--- src/rtl/sgpr_rd_port_arbiter_pkg.sv ---
// Shared constants for the SGPR read-port arbiter slice.
// Purpose : default geometry of the SGPR read port and the
//           round-robin pointer helper used by the arbiter top.
// Ports   : none (package).
package sgpr_rd_port_arbiter_pkg;

  localparam int SGPR_NUM_PORTS  = 8;
  localparam int SGPR_ADDR_W     = 9;
  localparam int SGPR_DATA_W     = 32;
  localparam int SGPR_RD_LATENCY = 1;
  localparam int RR_PTR_W        = 3;

  // Next round-robin start position: one past the winner, wrapping 7 -> 0.
  function automatic logic [RR_PTR_W-1:0] ptr_inc(input logic [RR_PTR_W-1:0] w);
    return w + RR_PTR_W'(1);
  endfunction

endpackage

--- src/rtl/sgpr_rd_port_arbiter_rr_arbiter_8.sv ---
// Purely combinational 8-way round-robin picker.
// Purpose : choose the first set request bit scanning upward from ptr,
//           wrapping 7 -> 0; nothing is granted when en is low.
// Ports   : req[7:0]    request vector
//           ptr[2:0]    scan start position
//           en          grant enable (low blocks every grant)
//           gnt[7:0]    one-hot grant, zero when nothing wins
//           winner[2:0] index of the granted bit (0 when no grant)
module rr_arbiter_8 (
  input  logic [7:0] req,
  input  logic [2:0] ptr,
  input  logic       en,
  output logic [7:0] gnt,
  output logic [2:0] winner
);

  logic       found;
  logic [2:0] idx;

  always_comb begin
    gnt    = '0;
    winner = '0;
    found  = 1'b0;
    idx    = '0;
    for (int k = 0; k < 8; k++) begin
      // 3-bit addition gives the 7 -> 0 wrap for free.
      idx = ptr + 3'(k);
      if (en && !found && req[idx]) begin
        found       = 1'b1;
        gnt[idx]    = 1'b1;
        winner      = idx;
      end
    end
  end

endmodule

--- src/rtl/sgpr_rd_port_arbiter.sv ---
// Round-robin arbiter sharing the single SGPR read port among 8 requesters.
// Purpose : grant at most one read per cycle, drive the SGPR read port in
//           the grant cycle, and route the returning data back to its owner
//           RD_LATENCY cycles later through a never-stalling tag pipeline.
// Ports   : clk, rst_n          clock, async active-low reset
//           req                per-requester level request
//           req_addr           requester i address at [i*ADDR_W +: ADDR_W]
//           hold               blocks all grants this cycle
//           gnt                one-hot grant (combinational)
//           rd_data_valid      one-hot owner of port_rd_data
//           port_rd_data       returned data, shared by all requesters
//           rd_en, rd_addr     SGPR read port request side
//           rd_data            SGPR read data, valid RD_LATENCY after rd_en
module sgpr_rd_port_arbiter
  import sgpr_rd_port_arbiter_pkg::*;
#(
  parameter int NUM_PORTS  = SGPR_NUM_PORTS,
  parameter int ADDR_W     = SGPR_ADDR_W,
  parameter int DATA_W     = SGPR_DATA_W,
  parameter int RD_LATENCY = SGPR_RD_LATENCY
) (
  input  logic                        clk,
  input  logic                        rst_n,
  input  logic [NUM_PORTS-1:0]        req,
  input  logic [NUM_PORTS*ADDR_W-1:0] req_addr,
  input  logic                        hold,
  output logic [NUM_PORTS-1:0]        gnt,
  output logic [NUM_PORTS-1:0]        rd_data_valid,
  output logic [DATA_W-1:0]           port_rd_data,
  output logic                        rd_en,
  output logic [ADDR_W-1:0]           rd_addr,
  input  logic [DATA_W-1:0]           rd_data
);

  logic [RR_PTR_W-1:0]  rr_ptr_q;
  logic [RR_PTR_W-1:0]  rr_ptr_d;
  logic [RR_PTR_W-1:0]  winner;
  logic [NUM_PORTS-1:0] arb_gnt;
  logic                 arb_en;

  logic [RD_LATENCY-1:0] tag_vld_q;
  logic [NUM_PORTS-1:0]  tag_own_q [RD_LATENCY];

  // Folding rst_n into the enable forces gnt/rd_en/rd_addr to 0 in reset.
  assign arb_en = rst_n & ~hold;

  rr_arbiter_8 u_rr_arbiter_8 (
    .req    (req),
    .ptr    (rr_ptr_q),
    .en     (arb_en),
    .gnt    (arb_gnt),
    .winner (winner)
  );

  assign gnt   = arb_gnt;
  assign rd_en = |arb_gnt;

  // AND-OR address mux: zero when nothing is granted, never X.
  always_comb begin
    rd_addr = '0;
    for (int i = 0; i < NUM_PORTS; i++) begin
      if (arb_gnt[i]) begin
        rd_addr = rd_addr | req_addr[i*ADDR_W +: ADDR_W];
      end
    end
  end

  always_comb begin
    rr_ptr_d = rr_ptr_q;
    if (rd_en) begin
      rr_ptr_d = ptr_inc(winner);
    end
  end

  always_ff @(posedge clk or negedge rst_n) begin
    if (!rst_n) begin
      rr_ptr_q <= '0;
    end else begin
      rr_ptr_q <= rr_ptr_d;
    end
  end

  // Stage 0 captures the grant issued this cycle; each later stage is one
  // cycle older. The last stage lines up with rd_data from the array.
  always_ff @(posedge clk or negedge rst_n) begin
    if (!rst_n) begin
      tag_vld_q <= '0;
      for (int i = 0; i < RD_LATENCY; i++) begin
        tag_own_q[i] <= '0;
      end
    end else begin
      tag_vld_q[0] <= rd_en;
      tag_own_q[0] <= arb_gnt;
      for (int i = 1; i < RD_LATENCY; i++) begin
        tag_vld_q[i] <= tag_vld_q[i-1];
        tag_own_q[i] <= tag_own_q[i-1];
      end
    end
  end

  assign rd_data_valid = tag_vld_q[RD_LATENCY-1] ? tag_own_q[RD_LATENCY-1] : '0;
  assign port_rd_data  = rd_data;

endmodule

--- config.mk ---
export PLATFORM = sky130hd
export DESIGN_NAME = sgpr_rd_port_arbiter
export DESIGN_NICKNAME = d
export VERILOG_FILES = /design/src/rtl/sgpr_rd_port_arbiter_pkg.sv /design/src/rtl/sgpr_rd_port_arbiter_rr_arbiter_8.sv /design/src/rtl/sgpr_rd_port_arbiter.sv
export SDC_FILE = /design/constraint.sdc
export NUM_CORES = 1
export LEC_CHECK = 0
export ABC_AREA = 1
export CORE_MARGIN = 2
export CORE_UTILIZATION = 35
export DETAILED_ROUTE_END_ITERATION = 7
export GPL_TIMING_DRIVEN = 1
export MAX_ROUTING_LAYER = met4
export PLACE_DENSITY = 0.79
export SLEW_MARGIN = 15
export SYNTH_ARGS = -nofsm -noshare
export SYNTH_HDL_FRONTEND = slang
export SYNTH_HIERARCHICAL = 1
export SYNTH_SLANG_ARGS = --single-unit
--- constraint.sdc ---
create_clock -name clk -period 3.9 [get_ports clk]
set_clock_uncertainty 0.05 [all_clocks]
set_input_delay 0.78 -clock clk [delete_from_list [all_inputs] [get_ports clk]]
set_output_delay 0.78 -clock clk [all_outputs]
set_load 0.02 [all_outputs]
After elaboration in Yosys (flattened, before gate mapping):

Cells that the tools add are included.

* bits in registers: 12
* bits in latches: 0
* RAM bits: 0
* bits in read-only memories: 0
* bits of input ports: 115
* output and inout bits: 58
* word-level logic and storage cells: 138
* memories: 0

* add/sub/neg operators: 8
* multipliers: 0
* divide/modulo/power cells: 0
* magnitude comparators: 16
* eq/ne operators: 0
* shift-type cells: 0
* mux-type cells: 64
* bitwise gates (word level): 16
* reduce and logical (&&, ||, !) cells: 31

Operator list (number)
* 8-bit two-way mux: 9
* 9-bit two-way mux: 8
* 9-bit bitwise OR: 7
* 8-bit bitwise OR: 7
* 3-bit by 4-bit < comparator with 1-bit output (second input constant): 8
* 1-bit binary-select mux with 3-bit select: 8
* 1-bit demux with 3-bit select: 8
* 3-bit by 1-bit >= comparator with 1-bit output (second input constant): 8
* 3-bit two-way mux: 8
* 1-bit logical AND: 23
* 1-bit two-way mux: 23
* 3-bit adder (second input constant): 4
* 8-bit OR reduction: 1
* 1-bit zero test: 7
* 3-bit by 1-bit adder with 3-bit output (second input constant): 2
* 3-bit by 2-bit adder with 3-bit output (second input constant): 2
* 1-bit bitwise AND: 1
* 1-bit NOT: 1

Longest topological paths before layout:

* word-level depth: 47
* depth in mapped cells: 24
* gate-level depth less buffers: 19

Modules after synthesis:

Netlist, hierarchy kept.

Modules (own cells, without submodules)
* rr_arbiter_8: instances 1, cells an instance 306, area an instance 1527.7 sq um, sequential area each 0.0 sq um
* sgpr_rd_port_arbiter: instances 1, cells an instance 208, area an instance 1308.8 sq um, sequential area each 300.3 sq um

Worst setup path after synthesis:

Ideal clock, no wire load.

* path kind: reg-to-output
* start point: register rr_ptr_q[0]
* end point: output rd_en
* arrival time: 3225 ps
* required time: 3070 ps
* slack: -155 ps
* stages on the path, launching flop included: 23
* path buffers: 6
* cell sequence: dfrtp_1 buf_6 inv_4 buf_6 clkbuf_1 ha_1 buf_2 nand3_1 nand2_1 nand2_1 nand2_1 nor2_4 nor2_8 buf_2 nand3_1 nand3_1 nor2_1 nand3_1 buf_6 nor2_8 nand2_4 nor2_4 inv_1

* longest elaborated chain between the ends: 33
* elaborated cells between the ends (all ways): 108
* those cells by class: add/sub: 7; order compare: 16; mux: 47; bitwise: 7; reduce/logical: 31

Ends and longest elaborated chain
* from (decl): RTL line sgpr_rd_port_arbiter.sv:35 `logic [RR_PTR_W-1:0] rr_ptr_q;`
* from (signal assigned): RTL line sgpr_rd_port_arbiter.sv:79 `rr_ptr_q <= rr_ptr_d;`
* parallel branches: the longest is 31 deep, another holds 3-bit by 4-bit < comparator with 1-bit output
* 8-bit two-way mux (*): RTL line sgpr_rd_port_arbiter_rr_arbiter_8.sv:28 `if (en && !found && req[idx]) begin`
* via gnt[4]: RTL line sgpr_rd_port_arbiter.sv:27 `output logic [NUM_PORTS-1:0] gnt,`
* 8-bit OR reduction (*): RTL line sgpr_rd_port_arbiter.sv:56 `assign rd_en = |arb_gnt;`
* to (decl): RTL line sgpr_rd_port_arbiter.sv:30 `output logic rd_en,`

Mark *: on every way through the listed nets, which the timed path passes. The select of a mux whose other input is x is not followed.

Final worst setup path:

* start point: input req[0]
* end point: output rd_addr[5]

* longest elaborated chain between the ends: 47
* elaborated cells between the ends (all ways): 75
* those cells by class: mux: 39; bitwise: 14; reduce/logical: 22

Ends and longest elaborated chain
* from (decl): RTL line sgpr_rd_port_arbiter.sv:24 `input logic [NUM_PORTS-1:0] req,`
* 1-bit binary-select mux with 3-bit select: RTL line sgpr_rd_port_arbiter_rr_arbiter_8.sv:28
* 1-bit two-way mux (not written as such): RTL line sgpr_rd_port_arbiter_rr_arbiter_8.sv:28
* 1-bit logical AND: RTL line sgpr_rd_port_arbiter_rr_arbiter_8.sv:28
* 1-bit two-way mux: RTL line sgpr_rd_port_arbiter_rr_arbiter_8.sv:28
* 1-bit zero test: RTL line sgpr_rd_port_arbiter_rr_arbiter_8.sv:28
* 1-bit logical AND (2 in a row): RTL line sgpr_rd_port_arbiter_rr_arbiter_8.sv:28
* 1-bit two-way mux: RTL line sgpr_rd_port_arbiter_rr_arbiter_8.sv:28
* 1-bit zero test: RTL line sgpr_rd_port_arbiter_rr_arbiter_8.sv:28
* [... 30 more ...]
* 9-bit bitwise OR: RTL line sgpr_rd_port_arbiter.sv:63 `rd_addr = rd_addr | req_addr[i*ADDR_W +: ADDR_W];`
* 9-bit two-way mux: RTL line sgpr_rd_port_arbiter.sv:62 `if (arb_gnt[i]) begin`
* 9-bit bitwise OR: RTL line sgpr_rd_port_arbiter.sv:63
* 9-bit two-way mux: RTL line sgpr_rd_port_arbiter.sv:62
* 9-bit bitwise OR: RTL line sgpr_rd_port_arbiter.sv:63
* 9-bit two-way mux: RTL line sgpr_rd_port_arbiter.sv:62
* 9-bit bitwise OR: RTL line sgpr_rd_port_arbiter.sv:63
* 9-bit two-way mux (*): RTL line sgpr_rd_port_arbiter.sv:62
* to (decl): RTL line sgpr_rd_port_arbiter.sv:31 `output logic [ADDR_W-1:0] rd_addr,`

Every way passes the cells marked *; elsewhere a longest branch is shown, timed or not. The select of a mux whose other input is x is not followed.

==> summary.md <==
| Metric | Value |
|---|---|
| First-pass GRT wire length | `18980 um` |
| Clock Sinks | `12` |
| Setup WS pre-CTS | `-0.6984 ns` |
| Root Buffer | `clkbuf_8` |
| Setup violations, final | `0` |
| IO Port Bufs | `108` |
| Commonest non-fill, non-tap cell in the layout | `nand2_1` |
| Slew HR | `0.7034` |
| Initial core utilization | `0.3633` |
| CTS Hold Buffers Added | `0` |
| Antenna-violating nets left | `0` |
| RD Place Congestion | `0.9641` |
| Fillers | `614` |
| WL/cell | `17.70 um` |
| CP top delay family | `simple AND/OR/NAND/NOR gates` |
| Total of max-cap violations | `0` |
| Slowest Stage Delay on Critical Path | `0.22 ns` |
| DRC viols | `0` |
| Setup WS post-layout | `0.0005080 ns` |
| Chip width | `94.03 um` |
| Number of synthesized register bits | `12` |
| Ant. Diodes | `0` |
| Mean Syn Cell Area | `5.518 um2` |
| IR drop worst, VDD | `0.8439 mV` |
| Total grt overflow | `0` |
| Max FO, Critical Path | `6` |
| Worst setup SP type | `input pin` |
| Post-Route WL | `13850 um` |
| Util after Layout | `0.6723` |
| Final period util | `0.9999` |
| Ratio of cells with drive above 1 in the final layout | `0.4132` |
| FP Rows | `32` |
| CP Data Arrival Time | `3.07 ns` |
| Setup CP Type | `input pin to output port` |
| Final hold violations | `0` |
| Initial antenna violation count | `0` |
| Async set-reset flop share out of synthesis | `1.000` |
| Most used cell, CP | `nand2_1` |
| Minimum clock period | `3.899 ns` |
| DP HPWL | `8785 um` |
| Crit. End Element | `output port` |
| Die Y | `94.03 um` |
| Worst-path clk slew | `0.06 ns` |
| Run status | `completed` |
| Mapped Area | `2836 um2` |
| Vias in the first global route | `3968` |
| Finished Cell Area | `5249 um2` |
| Sequential share of the synthesized area | `0.1059` |
| Setup slack, reg-to-reg | `0.20 ns` |
| Final Net Count | `804` |
| Hold_ws | `0.5897 ns` |
| First drt pass iteration count | `5` |
| Crit path cell chain | `clkdlybuf4s15_1 -> nand2_2 -> and2_4 -> o211ai_1 -> nand3_2 -> buf_6 -> buf_4 -> nand4_1 -> nand3_1 -> nor2_2 -> nand3_2 -> buf_12 -> nand2_1 -> nand2_1 -> a21oi_2 -> nand2_1 -> buf_6` |
| Via count | `4250` |
| WP buf/inv | `5` |
| Unique masters post-synth | `29` |
| Power Density | `861.9 nW/um2` |
| R2R depth | `28` |
| Total CTS buffers | `3` |
| Total GRT Usage | `0.2804` |
| Syn nets | `636` |
| F_max | `0.2564 GHz` |
| Hold depth | `2` |
| Post-synth EDFFs | `0` |
| CTS tree | `yes` |
| Core area | `7807 um2` |
| Commonest non-fill, non-tap cells in the layout | `nand2_1 (141), buf_4 (85), clkdlybuf4s50_1 (80)` |
| Crit-path slowest cell | `clkdlybuf4s15_1` |
| Share of the synthesized area in the top cell type | `0.2369` |
| Largest net degree at the start of global routing | `23` |
| Worst Max-Slew Pin Slew | `0.4414 ns` |
| Post-Synthesis Cells | `514` |
| Die area | `8841 um2` |
| Max Slew Vio Count | `0` |
| Leak | `2.675 nW` |
| Yosys Warn Count | `6` |
| Synth Flop Type | `dfrtp_1` |
| RSZ-0062 raised after global routing | `yes` |
| Area leader, netlist | `nand2_1` |
| Required @ worst endpoint | `3.07 ns` |
| Placement Cell Area | `4145 um2` |
| Vias per cell | `5.435` |
| Levels on crit path | `17` |
| Clock Latency Late Sink | `0.25 ns` |
| Area delta synth->final | `85.05%` |
| H-tree levels | `1` |
| I/O pin total | `173` |
| Clock Tree Buf Depth | `2` |
| Final setup TNS | `0 ns` |
| Hold Path Class | `flop to flop` |
| DRT iter0 DRCs | `462` |
| Top post-synthesis cells by area | `nand2_1 (24%), nand3_1 (14%), dfrtp_1 (11%), buf_4 (10%), nor2_1 (6.2%)` |
[layer usage]
layer  GRT usage  part of all wire  wire length, um
met3     0.05457             0.077             1061
met4      0.1425             0.062              856
met5           -                 0                0
met2      0.4607              0.50             6928
met1      0.3257              0.36             5000
[report_power, final]
part           internal [W]  switching [W]  total (W)
Sequential         0.000180      0.0000415   0.000221
Clock             0.0000681      0.0000471   0.000115
Combinational       0.00188        0.00231    0.00419
[cell usage after synthesis, types with 5 or more instances]
cell     count
nor2_1      47
ha_1         7
nand2_2      5
nand2_1    179
a21oi_1     11
nand3_1     82
nor3_1      29
buf_4       38
buf_6       11
nand3_2      5
buf_2        9
inv_2        7
dfrtp_1     12
nand4_1     12
inv_1       30
[timing repair]
item                       4_1_cts  5_1_grt
setup endpoints to repair       18       19
buffers inserted                34       18
resized for setup              111      144
pin swaps                       17       75
gates cloned                     3        3
[stage by stage]
step | instances | total power (W)
2_1_floorplan | 514 | 0.002073
3_3_place_gp | 724 | 0.003288
3_5_place_dp | 724 | 0.003319
4_1_cts | 764 | 0.003772
5_1_grt | 782 | 0.004807
6_report | 782 | 0.004524
[final cells by class]
type / count / area, um2 / share of cell area
inverters: 39 / 152.6 / 0.02908
multi-input cells: 402 / 2474 / 0.4713
flip-flops and latches: 12 / 301.5 / 0.05745
clock buffers: 3 / 41.29 / 0.007867
repair buffers: 224 / 2152 / 0.4100
well taps: 102 / 127.6 / 0.02431
[registers in the layout, indices dropped and copies added (netlist names)]
signal and count:
tag_own_q 8, tag_vld_q 1, rr_ptr_q 3
[worst register-to-register path: cells and delay by family (launching register included)]
family,cells,cell delay (ns)
compound gates,2,0.14
xor+xnor,1,0.17
flops,1,0.44
simple gates,10,0.92
buf+inv,15,1.89
[logic make-up (layout without fill, tap and decap cells)]
group                      after synthesis  in the layout  synth area share
AOI/OAI and AO/OA                       20             20           0.03705
xor gates and xnor gates                 1              1          0.003088
adders and majority gates                7              7           0.03088
buffers and inverters                  102            266            0.2192
DFF                                     12             12            0.1059
and+or+nand+nor                        372            374            0.6039
[worst paths after layout]
| kind | startpoint | to |
|---|---|---|
| worst min-delay path | rr_ptr_q[2]$_DFFE_PN0P_ | rr_ptr_q[2]$_DFFE_PN0P_ |
| min in group asynchronous | rst_n | tag_own_q[5]$_DFF_PN0_ |
| max in group asynchronous | rst_n | rr_ptr_q[0]$_DFFE_PN0P_ |
| worst min register to register | rr_ptr_q[2]$_DFFE_PN0P_ | rr_ptr_q[2]$_DFFE_PN0P_ |
| worst max register to register | rr_ptr_q[0]$_DFFE_PN0P_ | rr_ptr_q[2]$_DFFE_PN0P_ |
| worst max-delay path | req[0] | rd_addr[5] |
Note: power is estimated with default switching activity, not from simulation.
